**src/rtl/window_3x3_gen.sv**
```systemverilog
// window_3x3_gen: raster pixel stream to registered 3x3 neighbourhoods, flagging only fully in-image windows
module window_3x3_gen #(
   parameter int IMG_W = 256,
   parameter int IMG_H = 256,
   parameter int DATA_W = 8,
   localparam int CW = $clog2(IMG_W),
   localparam int RW = $clog2(IMG_H)
) (
   input  logic              clk,
   input  logic              rst,
   input  logic [DATA_W-1:0] pix_in,
   input  logic              pix_valid,
   input  logic              sof,
   output logic [DATA_W-1:0] p1,
   output logic [DATA_W-1:0] p2,
   output logic [DATA_W-1:0] p3,
   output logic [DATA_W-1:0] p4,
   output logic [DATA_W-1:0] p5,
   output logic [DATA_W-1:0] p6,
   output logic [DATA_W-1:0] p7,
   output logic [DATA_W-1:0] p8,
   output logic [DATA_W-1:0] p9,
   output logic              win_valid,
   output logic [RW-1:0]     row_o,
   output logic [CW-1:0]     col_o,
   output logic              window_strobe
);
   logic [DATA_W-1:0] lb0 [IMG_W];
   logic [DATA_W-1:0] lb1 [IMG_W];
   logic [CW-1:0] col, c;
   logic [RW-1:0] row, r;
   logic [DATA_W-1:0] top, mid;
   logic in_img;
   // sof relocates the accepted pixel to (0,0) regardless of the running count
   always_comb begin
      c = sof ? '0 : col;
      r = sof ? '0 : row;
      top = lb0[c];
      mid = lb1[c];
      in_img = (r >= RW'(2)) && (c >= CW'(2));
   end
   always_ff @(posedge clk) begin
      if (pix_valid && !rst) begin
         lb1[c] <= pix_in;
         lb0[c] <= lb1[c];
      end
   end
   always_ff @(posedge clk) begin
      if (rst) begin
         col <= '0;
         row <= '0;
         {p1, p2, p3, p4, p5, p6, p7, p8, p9} <= '0;
         win_valid <= 1'b0;
         row_o <= '0;
         col_o <= '0;
         window_strobe <= 1'b0;
      end else begin
         window_strobe <= pix_valid & in_img;
         if (pix_valid) begin
            col <= (c == CW'(IMG_W - 1)) ? '0 : c + 1'b1;
            row <= (c != CW'(IMG_W - 1)) ? r : (r == RW'(IMG_H - 1)) ? '0 : r + 1'b1;
            {p1, p2, p3} <= {p2, p3, top};
            {p4, p5, p6} <= {p5, p6, mid};
            {p7, p8, p9} <= {p8, p9, pix_in};
            win_valid <= in_img;
            row_o <= r;
            col_o <= c;
         end
      end
   end
endmodule

```
**config.mk**
```make
export PLATFORM = sky130hd
export DESIGN_NAME = window_3x3_gen
export DESIGN_NICKNAME = d
export VERILOG_FILES = /design/src/rtl/window_3x3_gen.sv
export SDC_FILE = /design/constraint.sdc
export NUM_CORES = 2
export LEC_CHECK = 0
export ABC_AREA = 0
export BUFFER_PORTS_ARGS = -buffer_cell sky130_fd_sc_hd__buf_2
export CAP_MARGIN = 5
export CORE_ASPECT_RATIO = 0.9
export CORE_MARGIN = 10
export CORE_UTILIZATION = 50
export CTS_CLUSTER_DIAMETER = 50
export DETAILED_ROUTE_END_ITERATION = 12
export PLACE_DENSITY = 0.65
export SLEW_MARGIN = 10
export SYNTH_ARGS = -nofsm -noshare
export SYNTH_HDL_FRONTEND = slang
export SYNTH_SLANG_ARGS = --single-unit
```
**constraint.sdc**
```tcl
create_clock -name clk -period 10 [get_ports clk]
set_input_delay 2 -clock clk [delete_from_list [all_inputs] [get_ports clk]]
set_output_delay 2 -clock clk [all_outputs]
set_load 0.01 [all_outputs]
```
Word level (Yosys, flattened, before mapping)
Memory sizes are Yosys's and may differ from the RTL's. A register that Yosys moved wholly into a read port is not among the register bits.
Cells that the tools add are included.
Word-level totals
  memories kept: 2
  memory bits (writable): 4096
  bits of input ports: 12
  logic and storage cells: 34
  bits in registers: 98
Memories
  lb0: words 256, width 8, rd ports 1, clocked after Yosys merged registers in 1, write ports 1, line 28  | logic [DATA_W-1:0] lb0 [IMG_W];
  lb1: words 256, width 8, rd ports 1, clocked after Yosys merged registers in 0, write ports 1, line 29  | logic [DATA_W-1:0] lb1 [IMG_W];
Cells by class
  add/sub/neg operators: 2
  $lt $le $gt $ge: 2
  bitwise gates (word level): 1
  reductions and logical operators: 3
  mux-type cells: 7
  equal/unequal tests: 3
Operators with widths (number)
  8-bit two-way mux: 5
  8-bit by 1-bit adder with 8-bit output, second input constant: 2
  8-bit == test, second input constant: 2
  8-bit by 2-bit >= comparator with 1-bit output, second input constant: 2
  8-bit inequality test, second input constant: 1
  1-bit logical AND: 2
  1-bit two-way mux: 2
  1-bit bitwise AND: 1
  1-bit logical NOT: 1

Logic depth before layout (Yosys ltp)
  word-level depth: 4
  depth in mapped cells: 15
  depth with buffers taken out: 12

Worst setup path before layout
Ideal clock, no wire load.
  kind: input port to flip-flop
  start: input sof
  end: memory lb0[0][4], data pin
  arrival: 7.441 ns
  data required time: 8.197 ns
  library setup time: 1.803 ns
  cell stages on the path: 12
  path slack: 0.756 ns
  path through: and2b_1 > buf_6 > inv_2 > buf_6 > buf_6 > buf_6 > a211oi_1 > a211oi_1 > o41ai_2 > o221ai_1 > nor4_1 > nand4_1
On the way
  longest elaborated chain between the ends: 2
Ends and longest elaborated chain
  start: declaration: line 13  | input logic sof,
  8-bit two-way mux: line 36  | c = sof ? '0 : col;
  memory read 256 x 8 bit
  end: declaration: line 28
Every way passes these cells.

Final worst setup path
  start: input sof
  end: memory lb0[175][4], data pin
Same word-level chain as after synthesis.

==> out/qor.yml <==
critical_path:
  path_cells: "buf_2 > nor2b_4 > inv_16 > buf_4 > mux2i_1 > o22ai_1 > nor4_1 > o22ai_1 > nor4_1 > nand4_1 > buf_4 > buf_4"
  end_kind: "flop"
  required_ps: 10440
  crit_path_max_fanout: 130
  criticalPathCategory: "in -> reg"
  crit_top_cell: "buf_4"
  critPathSlowestCell: "nor4_1"
  regToRegStartpoint: "col[0]$_SDFFE_PP0P_"
  r2r-end: "lb0[175][4]$_DFFE_PP_"
  worstSetupStartpointType: "primary input"
  rrSetupSlack_ps: 2490
  arrival_ps: 8640
  max_stage_delay_ps: 1170
  reg2reg_depth: 11
cts:
  cts-buffers-inserted: 418
  cts.sink_count: 4202
  post_cts_buffers: 0
  h-tree-depth: 5
  clock_latency_ps: 950
  cts.path.max_buffers: 4
  path_clk_slew_ps: 60
  cts_tree: "done"
  cts_hold_buf: 0
  clockRootBuffer: "clkbuf_16"
  cts_resized: 0
logic_synthesis:
  synth_top_family_by_area: "compound AO/OA/AOI/OAI gates"
  synth_warnings: 0
  synth.largest_area_cell: "edfxtp_1"
  syn_avg_cell_area_um2: 15.2
  synth_top_flop_cell: "edfxtp_1"
  yosys.area_share.simple_pct: 7.37
  synth_nets: 10888
  synthCells: 10873
  synth_edf_count: 4096
  synth_mux_area_share_pct: 6.30
  yosysMostFrequentCell: "edfxtp_1"
  synth-compound-area-share_pct: 8.30
  synth_top_area_share_pct: 74.5
  synth.distinct_cells: 80
  synthXorXnorAreaFrac_pct: 0.0106
  synth_commonest_cells: "4096 x edfxtp_1, 1584 x nand2_1, 953 x mux2i_1, 506 x a31oi_1, 468 x a211oi_1"
  synth.area.top_cells: "edfxtp_1 75%, mux2i_1 5.8%, nand2_1 3.6%, a211oi_1 2.1%, a31oi_1 1.9%"
  synthAdderAreaFrac_pct: 0.0227
  yosysSeqAreaShare_pct: 75.8
  async_flop_share_pct: 0
  ys_ff_latch: 4202
  syn_area_um2: 165000
sta:
  timing.fmax_mhz: 122
  hold_viol_final: 0
  fin_tns_setup_ps: 0
  tightestPinTransition_ps: 1420
  drv_slew: 0
  setup_violations: 0
  rsz0062_at_grt: "false"
  maxSlewHeadroom_pct: 4.45
  skew_ps: 56.1
  timing.final.crit_period_ps: 8200
  finalCritPeriodShare_pct: 82.0
pwr:
  p_leak_nw: 62.2
  swShare_pct: 21.5
  power_mw: 36.5
  combPwrFrac_pct: 4.2
  ir_drop_mv: 0.168
  p_int_mw: 28.6
  pwr-share-clk_pct: 42.5
  p_per_area_nw_per_um2: 196
  switching_power_mw: 7.83
  p_seq_share_pct: 53.3
run:
  max-cap-violations: 0
floorplanning:
  dieHeight_um: 565
  placeableCoreArea_um2: 329000
  die-width_um: 626
  initial_utilization_pct: 50.1
  die-area_um2: 354000
  pin_count: 102
  fp-row-count: 200
drt:
  wl_um: 516000
  wl_per_cell_um: 32.5
  drcViolationCount: 0
  ant_nets: 0
  viasPerCell: 6.46
  dr.pass1.iters: 6
  drt_iter0_drc: 16152
  dr_total_vias: 102653
cells_and_area:
  layout.cells.non_filler: 15886
  area_delta_synth_final_pct: 12.7
  drive_above_1_share_pct: 12.3
  nets: 11203
  fin_area_um2: 186000
worst_hold_path:
  min_path_cells: 2
  worstHoldStart: "row_o[6]$_SDFFE_PP0P_"
  hold_path.class: "reg -> reg"
  hold_end: "row_o[6]$_SDFFE_PP0P_"
place:
  dpl.hpwl_um: 295000
  dp.cells: 15111
  portBuffers: 101
  gp_congestion: 0.905
  postPlaceCellArea_um2: 173000
grt:
  grt_antenna_before_repair: 30
  track_usage_pct: 28.2
  use_met3_pct: 7.35
  use_met1_pct: 39.4
  top_usage_layer: "met2"
  grt_util_met2_pct: 42.5
  grt_pass1_vias: 96951
  grt_overflow_total: 0
  grt_max_degree: 225
  grt_pass1_wl_um: 725000
run_status:
  outcome: "finished clean"
==> cells by family after synthesis <==
group / count (synthesis)
compound gates: 2108
xor+xnor: 2
fa+ha+maj: 3
buf+inv: 752
flops: 4202
mux: 1026
simple gates: 2780
==> critical path: cells and delay by family <==
kind	cells	cell delay, ps
AND/OR/NAND/NOR	4	3310
multiplexers	1	250
buffers and inverters	5	2380
AO/OA/AOI/OAI	2	290
==> cells in the final DEF, fill, tap and decap left out, types with 10 or more instances in the layout <==
master and instances:
o41ai_2 11, clkinv_2 69, clkbuf_16 425, a211oi_1 468, buf_4 491, nor2_1 343, buf_12 48, o21ai_0 92
clkinv_8 10, a31oi_1 506, nor2b_1 381, nor3_1 12, a22oi_1 183, nor4_1 40, diode_2 19, a221oi_1 15
mux2i_1 953, clkinvlp_4 21, mux2_2 69, nand3_1 284, buf_2 91, edfxtp_1 4096, inv_6 14, o221ai_1 24
o31ai_1 10, nand2_1 1566, a21oi_1 447, bufinv_16 38, nor2_2 43, o22ai_1 252, dfxtp_1 104, nand4_1 10
nand2_2 15, clkinv_1 76, clkbuf_1 85
==> worst max-delay path by stage <==
| stage | slack [ps] | cells after the start | endpoint | from |
|---|---|---|---|---|
| 6_report | 1800 | 12 | lb0[175][4]$_DFFE_PP_ | sof |
| 3_5_place_dp | 1440 | 12 | lb0[171][4]$_DFFE_PP_ | sof |
| 5_1_grt | 2040 | 12 | lb0[160][4]$_DFFE_PP_ | sof |
| 2_1_floorplan | 760 | 12 | lb0[0][4]$_DFFE_PP_ | sof |
| 3_3_place_gp | 1510 | 12 | lb0[167][4]$_DFFE_PP_ | sof |
| 4_1_cts | 2390 | 12 | lb0[172][4]$_DFFE_PP_ | sof |
==> stage by stage <==
stage	setup slack (ps)	utilization, %	hold slack, ps
final	1800	56.5	462
after global routing	2040	56.5	489
after CTS	2390	56.5	469
after detailed placement	1440	52.4	456
after global placement	1510	52.4	438
after floorplan	756	-	475
==> routing by layer <==
layer | part of all wire, % | vias up
met1 | 38 | 51678
met2 | 44 | 7145
met4 | 4.9 | 12
li1 | - | 42610
met3 | 13 | 1208
met5 | 0.016 | -
==> power groups by stage <==
stage / registers (mW) / logic [mW] / clock network [mW]
after CTS: 19.4 / 1.53 / 15.6
after floorplan: 19.9 / 0.881 / 0
after global placement: 19.8 / 1.49 / 0
after global routing: 19.4 / 1.64 / 16.3
after detailed placement: 19.8 / 1.52 / 0
final: 19.4 / 1.55 / 15.5
==> sequential cells by signal (all words and copies together) (netlist names) <==
register,cells
p1,8
p2,8
p9,8
lb1,2048
col_o,8
row,8
p7,8
p5,8
col,8
p6,8
row_o,8
win_valid,1
p3,8
p4,8
p8,8
lb0,2048
window_strobe,1
==> cell type report <==
| cell class | count | area [um^2] |
|---|---|---|
| Fill cell | 25294 | 143000 |
| Sequential cell | 4202 | 125000 |
| Multi-Input combinational cell | 5919 | 36800 |
| Clock buffer | 515 | 11000 |
| Tap cell | 4343 | 5430 |
| Timing Repair Buffer | 640 | 5240 |
| Clock inverter | 241 | 2370 |
| Inverter | 7 | 50.0 |
| Antenna cell | 19 | 47.5 |
Note: power is estimated with default switching activity, not from simulation.
